[config.mk]
export PLATFORM = sky130hd
export DESIGN_NAME = hpc3_rnd_source
export DESIGN_NICKNAME = d
export VERILOG_FILES = /design/src/rtl/hpc3_rnd_source.sv
export SDC_FILE = /design/constraint.sdc
export NUM_CORES = 1
export LEC_CHECK = 0
export CORE_MARGIN = 1
export CORE_UTILIZATION = 30
export CTS_CLUSTER_DIAMETER = 120
export DETAILED_ROUTE_END_ITERATION = 8
export GPL_ROUTABILITY_DRIVEN = 0
export GPL_TIMING_DRIVEN = 0
export SETUP_SLACK_MARGIN = 0.05
export SLEW_MARGIN = 20
export SYNTH_ARGS = -nofsm -noshare
export SYNTH_HDL_FRONTEND = slang
export SYNTH_SLANG_ARGS = --single-unit
[constraint.sdc]
create_clock -name i_clk -period 2.6 [get_ports i_clk]
set_clock_uncertainty 0.2 [all_clocks]
set_input_delay 0.52 -clock i_clk [delete_from_list [all_inputs] [get_ports i_clk]]
set_output_delay 0.52 -clock i_clk [all_outputs]
set_load 0.1 [all_outputs]
[src/rtl/hpc3_rnd_source.sv]
// hpc3_rnd_source
// Producer end of the HPC3 randomness interface. A 128-bit LFSR is seeded and
// then advanced RND_W steps per cycle, so each delivered word is made of fresh
// state bits. Each word is delivered once over a valid/ready handshake.
//
// Handshakes: a transfer happens at a rising edge where valid && ready are both
// high. Valid is never withdrawn without a transfer, except when a reseed is
// accepted or the health monitor faults. Ready never depends on valid.
//
// Optional feature, macro RND_HEALTH_EN: a repetition monitor over the words
// actually taken. It raises a sticky rnd_fault and stops delivery after
// HEALTH_LIM identical consecutive takes. When the macro is undefined,
// rnd_fault is tied to 0.
module hpc3_rnd_source #(
   parameter int d          = 2,
   parameter int NGADGETS   = 1,
   parameter int WARMUP     = 4,
   parameter int HEALTH_LIM = 8
) (
   input  logic                              i_clk,
   input  logic                              i_syn_rst,
   input  logic [127:0]                      i_seed,
   input  logic                              i_seed_valid,
   output logic                              o_seed_ready,
   output logic [NGADGETS*d*(d-1)-1:0]       o_rnd_out,
   output logic                              o_rnd_valid,
   input  logic                              i_rnd_ready,
   output logic                              o_rnd_fault
);

   localparam int RND_W  = NGADGETS * d * (d - 1);
   localparam int WCNT_W = (WARMUP > 1) ? $clog2(WARMUP) : 1;

   // Reject configurations that would make the output width or counters meaningless
   if (RND_W < 1 || RND_W > 128 || WARMUP < 1 || HEALTH_LIM < 2) begin : g_cfg_check
      $error("hpc3_rnd_source: illegal parameter combination");
   end

   typedef enum logic [1:0] {
      ST_IDLE = 2'd0,
      ST_WARM = 2'd1,
      ST_RUN  = 2'd2
   } state_t;

   state_t              r_state;
   logic [127:0]        r_s;
   logic [RND_W-1:0]    r_rnd_out;
   logic                r_rnd_valid;
   logic                r_seed_ready;
   logic [WCNT_W-1:0]   r_wcnt;

   logic [127:0]        w_adv;
   logic [127:0]        w_seed_fixed;
   logic                w_seed_hs;
   logic                w_rnd_hs;

`ifdef RND_HEALTH_EN
   localparam int RCNT_W = $clog2(HEALTH_LIM);
   logic [RCNT_W-1:0]   r_rcnt;
   logic [RND_W-1:0]    r_prev;
   logic                r_have_prev;
   logic                r_fault;
`endif

   // RND_W LFSR steps unrolled into one combinational advance
   function automatic logic [127:0] f_advance(input logic [127:0] s);
      logic [127:0] t;
      t = s;
      for (int k = 0; k < RND_W; k++) begin
         t = {t[126:0], t[127] ^ t[28] ^ t[26] ^ t[1]};
      end
      return t;
   endfunction

   // Next LFSR state, seed fix-up for the unreachable all-zero state, handshakes
   always_comb begin
      w_adv        = f_advance(r_s);
      w_seed_fixed = (i_seed == 128'd0) ? 128'd1 : i_seed;
      w_seed_hs    = i_seed_valid && r_seed_ready;
      w_rnd_hs     = r_rnd_valid && i_rnd_ready;
   end

   // Control FSM with registered outputs; reseed beats advance on a collision
   always_ff @(posedge i_clk) begin
      if (i_syn_rst) begin
         r_state      <= ST_IDLE;
         r_s          <= 128'd0;
         r_rnd_out    <= '0;
         r_rnd_valid  <= 1'b0;
         r_seed_ready <= 1'b0;
         r_wcnt       <= '0;
`ifdef RND_HEALTH_EN
         r_rcnt       <= '0;
         r_prev       <= '0;
         r_have_prev  <= 1'b0;
         r_fault      <= 1'b0;
`endif
      end else begin
         case (r_state)
            ST_IDLE: begin
               r_seed_ready <= 1'b1;
               r_rnd_valid  <= 1'b0;
               if (w_seed_hs) begin
                  r_s          <= w_seed_fixed;
                  r_state      <= ST_WARM;
                  r_wcnt       <= '0;
                  r_seed_ready <= 1'b0;
`ifdef RND_HEALTH_EN
                  r_rcnt       <= '0;
                  r_have_prev  <= 1'b0;
                  r_fault      <= 1'b0;
`endif
               end
            end

            ST_WARM: begin
               r_s       <= w_adv;
               r_rnd_out <= w_adv[RND_W-1:0];
               r_wcnt    <= r_wcnt + 1'b1;
               if (r_wcnt == WCNT_W'(WARMUP - 1)) begin
                  r_state      <= ST_RUN;
                  r_rnd_valid  <= 1'b1;
                  r_seed_ready <= 1'b1;
               end
            end

            ST_RUN: begin
               if (w_seed_hs) begin
                  // Consumer keeps the current word if it also took it this edge
                  r_s          <= w_seed_fixed;
                  r_state      <= ST_WARM;
                  r_wcnt       <= '0;
                  r_rnd_valid  <= 1'b0;
                  r_seed_ready <= 1'b0;
`ifdef RND_HEALTH_EN
                  r_rcnt       <= '0;
                  r_have_prev  <= 1'b0;
                  r_fault      <= 1'b0;
`endif
               end else if (w_rnd_hs) begin
                  r_s       <= w_adv;
                  r_rnd_out <= w_adv[RND_W-1:0];
`ifdef RND_HEALTH_EN
                  // First take after a seed only primes the comparison
                  r_prev      <= r_rnd_out;
                  r_have_prev <= 1'b1;
                  if (r_have_prev && (r_rnd_out == r_prev)) begin
                     r_rcnt <= r_rcnt + 1'b1;
                     if (r_rcnt == RCNT_W'(HEALTH_LIM - 2)) begin
                        r_fault     <= 1'b1;
                        r_rnd_valid <= 1'b0;
                     end
                  end else begin
                     r_rcnt <= '0;
                  end
`endif
               end
            end

            default: begin
               r_state      <= ST_IDLE;
               r_rnd_valid  <= 1'b0;
               r_seed_ready <= 1'b0;
            end
         endcase
      end
   end

   assign o_seed_ready = r_seed_ready;
   assign o_rnd_out    = r_rnd_out;
   assign o_rnd_valid  = r_rnd_valid;
`ifdef RND_HEALTH_EN
   assign o_rnd_fault  = r_fault;
`else
   assign o_rnd_fault  = 1'b0;
`endif

endmodule

-- After elaboration in Yosys (flattened, before gate mapping)
Cells that the tools add are included.
- bits in registers: 136
- latch bits: 0
- RAM bits: 0
- bits in read-only memories: 0
- bits of input ports: 132
- output and inout port bits: 5
- memories: 0
- $add $sub $neg: 1
- multipliers: 0
- divide/modulo/power cells: 0
- magnitude comparators: 0
- equal/unequal tests: 10
- shift-type cells: 0
- muxes and demuxes: 18
- bitwise operators: 6
- reductions and logical operators: 13
- operators with widths (kind ; number):
    $mux W128 ; 4
    $pmux W128 S3 ; 1
    $logic_not A128 Y1 ; 1
    $pmux W2 S2 ; 3
    $mux W2 ; 5
    $ne A2 B2 Y1 const B ; 5
    $reduce_and A2 Y1 ; 3
    $reduce_and A3 Y1 ; 2
    $xor A1 B1 Y1 ; 6
    $eq A2 B2 Y1 const B ; 2
    $reduce_bool A2 Y1 ; 2
    $mux W1 ; 3
    $ne A3 B3 Y1 const B ; 1
    $pmux W1 S3 ; 1
    $reduce_bool A3 Y1 ; 1
    $add A2 B1 Y2 const B ; 1
    $eq A2 B1 Y1 const B ; 1
    $logic_and A1 B1 Y1 ; 2
    $logic_not A2 Y1 ; 1
    $ne A2 B1 Y1 const B ; 1
    $pmux W1 S2 ; 1
    $reduce_or A2 Y1 ; 1

-- Longest topological paths before layout
Gate-level depths: netlist (run 1).
- depth in word-level cells: 6
- mapped depth: 10
- gate-level depth less buffers: 7

-- Worst setup path before layout (run 1)
No wires, ideal clock.
- path kind: flip-flop to flip-flop
- from: register r_seed_ready (netlist: o_seed_ready)
- to: register r_s[100]
- arrival time: 2.069 ns
- path slack: 0.215 ns
- stages on the path, launching flop included: 8
- buffers on the path: 2
- period minus slack after synthesis: 2.385 ns
- path through: dfxtp_1 -> nand2_1 -> o21ai_2 -> and2_4 -> buf_12 -> buf_12 -> a21oi_2 -> o22a_1
- longest elaborated chain between the ends: 3
- RTL lines (item ; line ; source):
    start: declaration ; 49 ; logic r_seed_ready;
    start signal: assignment ; 90 ; r_seed_ready <= 1'b0;
    start signal: assignment ; 101 ; r_seed_ready <= 1'b1;
    start signal: assignment ; 107 ; r_seed_ready <= 1'b0;
    $logic_and A1 B1 Y1 (*) ; 79 ; w_seed_hs = i_seed_valid && r_seed_ready;
    $ne A3 B3 Y1 (no line) (tied with other cells) ; - ;
    $reduce_and A3 Y1 (no line) or $pmux W128 S3 (tied branches) ; - ;
    end signal: assignment ; 104 ; r_s <= w_seed_fixed;
    end signal: assignment ; 117 ; r_s <= w_adv;
    end signal: assignment ; 130 ; r_s <= w_seed_fixed;
    end: declaration ; 46 ; logic [127:0] r_s;
Every way passes the cells marked *; elsewhere a longest branch is shown, timed or not.
A chain may end at the register's enable or synchronous reset.

-- Worst setup path after layout (run 1)
- from: register r_rnd_valid (netlist: o_rnd_valid)
- to: output port o_rnd_valid
- RTL lines (item ; line ; source):
    start: declaration ; 48 ; logic r_rnd_valid;
    start signal: assignment ; 89 ; r_rnd_valid <= 1'b0;
    start signal: assignment ; 102 ; r_rnd_valid <= 1'b0;
    start signal: assignment ; 122 ; r_rnd_valid <= 1'b1;
    end: declaration ; 26 ; output logic o_rnd_valid,
No word-level cell between the ends.

==> flow_summary_export.csv, run 1 <==
group,metric,value,unit
run_status,outcome,"finished, final reports clean",
synth,yosysWarnings,0,
cells_and_area,final_area,10110,sq um
worst_setup_path,crit_buf_inv,1,
worst_setup_path,path_max_fanout,4,
global_routing,grt.overflow.total,0,
die,die_w,161.7,um
timing,hold_violations,0,
synth,syn_area_per_cell,9.204,sq um
die,start_util,30.46,%
timing,hold-worst-slack,0.2798,ns
clock_tree,cts_made_buffers,17,
timing,setup_viol,0,
synth,synth_cells,831,
die,rows,58,
global_routing,grt_max_degree,17,
cells_and_area,nets,1121,
global_routing,antenna_found_initial,0,
worst_setup_path,critPathKind,"reg2out",
detailed_routing,drtIter0Drc,388,
timing,layout_min_cycle_time,2.462,ns
detailed_routing,drc,0,
placement,hpwl,16.68,mm
die,die-area,26140,sq um
global_routing,grt_pass1_wl,35.99,mm
clock_tree,clock_sinks,136,
power_and_ir_drop,p_per_area,720.2,nW/um^2
cells_and_area,areaGrowthSynthToFinish,32.23,%
global_routing,groute.usage.overall,17.61,%
worst_setup_path,cp.required,1.88,ns
worst_setup_path,crit_cells,1,
synth,yosys_register_bits,136,
run,cap_viol_max_count,0,
clock_tree,cts_tree,"done",
synth,syn-num-nets,968,
worst_setup_path,cp.arrival,1.74,ns
timing,rsz0062_at_grt,"yes",
die,core_area,25110,sq um
worst_setup_path,rr_worst_depth,9,
timing,slew_headroom,35.74,%
clock_tree,path_clk_slew,0.06,ns
worst_setup_path,end_kind,"primary output",
placement,port_buffers,134,
detailed_routing,wl_per_cell,17.13,um
clock_tree,cts_buffer_depth,2,
worst_setup_path,slowest_delay,0.87,ns
placement,placed_cell_area,9403,sq um
clock_tree,cts_root_buf,"clkbuf_16",
synth,synth_area,7649,sq um
timing,min_period_over_period,94.70,%
worst_setup_path,r2r-start,"r_state[0]",
power_and_ir_drop,p_leak,3.778,nW
worst_setup_path,startpoint_type,"register",
synth,yosysSeqAreaShare,35.60,%
cells_and_area,post-route-util,40.28,%
worst_setup_path,r2r-end,"r_s[56]",
global_routing,grt_pass1_vias,6682,
die,io_pins,137,
detailed_routing,vias,6876,
worst_setup_path,critPathCapture,"o_rnd_valid",
cells_and_area,drive_above_1_share,22.49,%
worst_setup_path,crit_start,"o_rnd_valid",
timing,worst_pin_slew,0.9678,ns
timing,drv_slew,0,
hold_path,min_path_type,"reg2reg",
synth,ys_types,38,
die,die_h,161.7,um
detailed_routing,ant_nets,0,
detailed_routing,firstDrtPassIters,5,
detailed_routing,wl,22.72,mm
timing,fmax,406.1,MHz
worst_setup_path,ff2ff_setup_slack,0.23,ns
clock_tree,htree_levels,4,
worst_setup_path,crit_family,"buffers and inverters",
detailed_routing,routed_via_density,5.186,
worst_setup_path,crit_chain,"clkdlybuf4s15_1",
power_and_ir_drop,vdd_ir_drop_max,0.0003777,V
worst_setup_path,cp_slowest_cell,"clkdlybuf4s15_1",
clock_tree,clock_latency,0.42,ns
cells_and_area,n_antenna_cell,0,
## layout by cell type (no fill, tap or decap), types with 4 or more instances in the layout
cell type          n
buf_4              4
bufinv_16          7
clkbuf_16         17
xnor2_1            5
nor3b_1          127
dfxtp_1          136
nand4_1            8
clkbuf_1          25
nor4_1            31
nor2_1            13
clkdlybuf4s50_1  130
ha_1               5
a21oi_1            9
nor4_2             4
nand2_1          129
buf_12            10
inv_1              4
buf_2             38
a21oi_2          123
buf_6              9
o22a_1           127
## cell families after synthesis
logic type                 after synthesis  synth area share [%]
xor gates and xnor gates                 6                0.6871
and+or+nand+nor                        317                 23.39
adders and majority gates                5                0.8179
DFF                                    136                 35.60
muxes                                    2                0.2617
other                                    1               0.04903
buffers and inverters                   91                 8.457
AOI/OAI and AO/OA                      273                 30.74
## through the flow
stage | std cells | setup WS, ns | TNS, ns | total power, mW
after floorplan | 831 | 0.2146 | 0 | 3.926
after CTS | 1326 | 0.04301 | 0 | 7.342
after detailed placement | 1295 | -0.6242 | -8.386 | 4.478
after global routing | 1326 | 0.01425 | 0 | 7.629
after global placement | 1295 | -0.5867 | -5.598 | 4.447
final | 1326 | 0.1379 | 0 | 7.284
## area by class of cell
| cell class | instances | area (sq um) |
|---|---|---|
| clock buffers | 19 | 442.9 |
| repair buffers | 134 | 1334 |
| plain buffers | 87 | 634.4 |
| clock inverters | 12 | 247.7 |
| fillers | 2565 | 15000 |
| flip-flops and latches | 136 | 2723 |
| multi-input cells | 604 | 4304 |
| well taps | 330 | 412.9 |
| inverters | 4 | 15.01 |
## what timing repair did
item	CTS	global route
gates resized for setup	7	5
cloned	0	0
setup endpoints to repair	5	30
endpoints found under the hold margin	0	0
setup buffers	0	0
hold buffers	0	0
## flip-flops by register name, summed over array words and instances (netlist names)
| signal | cells |
|---|---|
| o_seed_ready | 1 |
| r_state | 2 |
| o_rnd_valid | 1 |
| r_s | 128 |
| r_wcnt | 2 |
| o_rnd_out | 2 |
## cell usage after synthesis, drive strengths merged
cell type	count	area (sq um)
a211oi	1	7.510
a21boi	2	26.28
a21oi	132	1122
a311oi	1	8.760
a31oi	1	6.260
a32oi	1	8.760
a41oi	1	8.760
and2	1	8.760
buf	63	541.8
clkbuf	24	90.09
conb	1	3.750
dfxtp	136	2723
ha	5	62.56
inv	4	15.01
mux2i	2	20.02
nand2	129	484.2
nand4	8	50.05
nor2	13	48.80
nor2b	2	12.51
nor3	1	5.000
nor3b	127	953.4
nor4	35	219.0
o21a	1	7.510
o21ai	3	18.77
o21bai	1	7.510
o22a	127	1112
o311ai	1	8.760
o31ai	1	7.510
or4	1	7.510
xnor2	5	43.79
xor2	1	8.760
## report_power, final
part	switching [mW]	internal (mW)	leakage, nW
sequential	0.212	2.49	1.13
clock	0.937	1.92	0.329
combinational	0.841	0.886	2.32
## routing by layer
metal  vias up  wire length, um  track usage [%]
met3        17             1075            3.345
li1       3378                -                -
met4         0              272            4.588
met2       169            10230            27.63
met1      3312            11140            24.61
met5         -                0                0
## worst min-delay path by stage
stage | startpoint | endpoint | slack, ns | depth (start not counted)
final | r_s[81] | r_s[81] | 0.28 | 1
after global routing | r_s[52] | r_s[52] | 0.29 | 1
after CTS | r_s[3] | r_s[3] | 0.28 | 1
after detailed placement | r_s[75] | r_s[75] | 0.27 | 1
after global placement | r_s[106] | r_s[106] | 0.26 | 1
after floorplan | r_wcnt[1] | r_wcnt[1] | 0.26 | 2
Note: power is estimated with default switching activity, not from simulation.
==> run 2, diff against run 1 <==
==> constraint.sdc (replaced) <==
create_clock -name i_clk -period 2.05 [get_ports i_clk]
set_clock_uncertainty 0.2 [all_clocks]
set_input_delay 0.41 -clock i_clk [delete_from_list [all_inputs] [get_ports i_clk]]
set_output_delay 0.41 -clock i_clk [all_outputs]
set_load 0.1 [all_outputs]
==> flow_summary_export.csv, run 2 (synthesis results as in run 1) <==
group,metric,value,unit
detailed_routing,ant_nets,0,
run_status,outcome,"finished with violations",
timing,rsz0062_at_grt,"yes",
detailed_routing,drtIter0Drc,500,
cells_and_area,nets,1159,
cells_and_area,fill_cells,2398,
timing,min_period_over_period,103.7,%
worst_setup_path,startpoint_type,"register",
worst_setup_path,cp.arrival,2.24,ns
timing,drv_slew,0,
die,io_pins,137,
clock_tree,cts_buffer_depth,2,
global_routing,grt_pass1_wl,38.55,mm
cells_and_area,drive_above_1_share,33.72,%
timing,setup_ws,-0.07665,ns
detailed_routing,drc,0,
clock_tree,clock_latency,0.43,ns
timing,setup_viol,110,
cells_and_area,layout_commonest_cell,"dfxtp_1",
cells_and_area,n_antenna_cell,0,
cells_and_area,fin_cells,1365,
placement,port_buffers,134,
worst_setup_path,path_max_fanout,6,
cells_and_area,final_cell_mix,"132 x dfxtp_1, 129 x nand2_1, 127 x o22a_1, 116 x a21oi_2, 107 x clkdlybuf4s50_1",
run,cap_viol_max_count,0,
timing,worst_pin_slew,0.7481,ns
worst_setup_path,end_kind,"register",
power_and_ir_drop,vdd_ir_drop_max,0.0006138,V
timing,layout_min_cycle_time,2.127,ns
clock_tree,clock_sinks,136,
worst_setup_path,crit_buf_inv,5,
worst_setup_path,cp.required,2.17,ns
global_routing,groute.usage.overall,18.93,%
timing,hold_violations,0,
run_status,failed_checks,"negative setup slack",
die,rows,58,
placement,dpl.cell_count,1295,
clock_tree,htree_levels,4,
clock_tree,cts_hold_buf,0,
timing,fmax,470.2,MHz
clock_tree,cts_tree,"done",
hold_path,min_path_type,"in2reg",
global_routing,grt_max_degree,17,
cells_and_area,areaGrowthSynthToFinish,51.73,%
worst_setup_path,cp_slowest_cell,"dfxtp_2",
clock_tree,path_clk_slew,0.06,ns
power_and_ir_drop,p_leak,4.529,nW
clock_tree,cts_made_buffers,17,
worst_setup_path,crit_family,"buffers and inverters",
power_and_ir_drop,p_per_area,823.6,nW/um^2
detailed_routing,wl,24.83,mm
cells_and_area,top_register,"r_s",
detailed_routing,vias,7106,
placement,place_ws,-0.7818,ns
global_routing,grt.overflow.total,0,
die,core_area,25110,sq um
global_routing,grt_pass1_vias,7021,
clock_tree,cts_root_buf,"clkbuf_16",
die,die_h,161.7,um
worst_setup_path,critPathKind,"reg2reg",
detailed_routing,routed_via_density,5.206,
die,die-area,26140,sq um
timing,slew_headroom,50.13,%
worst_setup_path,slowest_delay,0.35,ns
worst_setup_path,crit_chain,"inv_2, ha_4, buf_6, a21boi_4, o21ai_2, and2_4, buf_6, buf_12, clkbuf_16, a21oi_2, o22a_1",
die,die_w,161.7,um
detailed_routing,wl_per_cell,18.19,um
placement,hpwl,16.56,mm
worst_setup_path,cpMostUsedCell,"buf_6",
cells_and_area,largest_reg_flops,128,
placement,placed_cell_area,9409,sq um
die,start_util,30.46,%
global_routing,antenna_found_initial,3,
detailed_routing,firstDrtPassIters,5,
cells_and_area,final_area,11600,sq um
run 2: changes by cell type in the layout (fill, tap and decap cells not counted), moves of 19 or more:
cell / delta
nor3b_1: -40
clkdlybuf4s50_1: -23
buf_12: +19
dlymetal6s2s_1: +23
nor4_1: -24
nor3b_2: +38
run 2: routing by layer:
layer	vias to the layer above	global-route usage, %	part of all wire [%]
li1	3463	-	-
met2	164	30.15	46
met4	6	5.961	1.7
met3	33	4.367	4.7
met5	-	0	0.19
met1	3440	25.26	47
run 2: final cells by class:
class	instances	area [sq um]	share of cell area [%]
Tap cell	330	412.9	3.558
Timing Repair Buffer	175	2120	18.26
Multi-Input combinational cell	604	4851	41.80
Inverter	4	15.01	0.1294
Clock inverter	7	90.09	0.7763
Clock buffer	25	515.5	4.442
Sequential cell	136	2733	23.55
Buffer	84	868.3	7.482
run 2: what timing repair did:
| item | CTS | global route |
|---|---|---|
| pin swaps | 17 | 25 |
| gates resized for setup | 140 | 121 |
| cloned | 15 | 6 |
| endpoints found under the setup margin | 132 | 132 |
| setup buffers | 20 | 8 |
run 2: power breakdown:
group          internal, mW  switching, mW  total, mW
Combinational          1.66           1.29       2.95
Clock                  1.98           1.19       3.17
Sequential             3.16          0.274       3.43
run 2: metrics by stage:
| stage | power [mW] | setup TNS (ns) | hold slack, ns | util, % |
|---|---|---|---|---|
| 2_1_floorplan | 4.980 | 0 | 0.2578 | - |
| 3_3_place_gp | 5.634 | -51.37 | 0.2639 | 37.47 |
| 3_5_place_dp | 5.669 | -53.17 | 0.2700 | 37.47 |
| 4_1_cts | 9.490 | -9.756 | 0.2834 | 44.34 |
| 5_1_grt | 9.979 | -10.63 | 0.2763 | 46.22 |
| 6_report | 9.558 | -4.540 | 0.2624 | 46.22 |
run 2: worst min-delay path, stage by stage:
cell and delay (ns):
dlymetal6s2s_1 0.12, nor3b_2 0.18, o22a_1 0.15
run 2: worst paths after layout:
path                   start       to  slack, ns  depth (start not counted)
setup / recovery  r_state[0]  r_s[78]      -0.08                         11
hold / removal    i_seed[46]  r_s[46]       0.26                          3
setup reg to reg  r_state[0]  r_s[78]      -0.08                         11
hold reg to reg       r_s[2]   r_s[2]       0.28                          1
==> run 3, diff against run 2 <==
--- a/config.mk
+++ b/config.mk
@@ -5,6 +5,7 @@
 export SDC_FILE = /design/constraint.sdc
 export NUM_CORES = 1
 export LEC_CHECK = 0
+export CAP_MARGIN = 0
 export CORE_MARGIN = 1
 export CORE_UTILIZATION = 30
 export CTS_CLUSTER_DIAMETER = 120
==> results of run 3 <==
Final layout, timing and power as in run 2 (identical DEF).
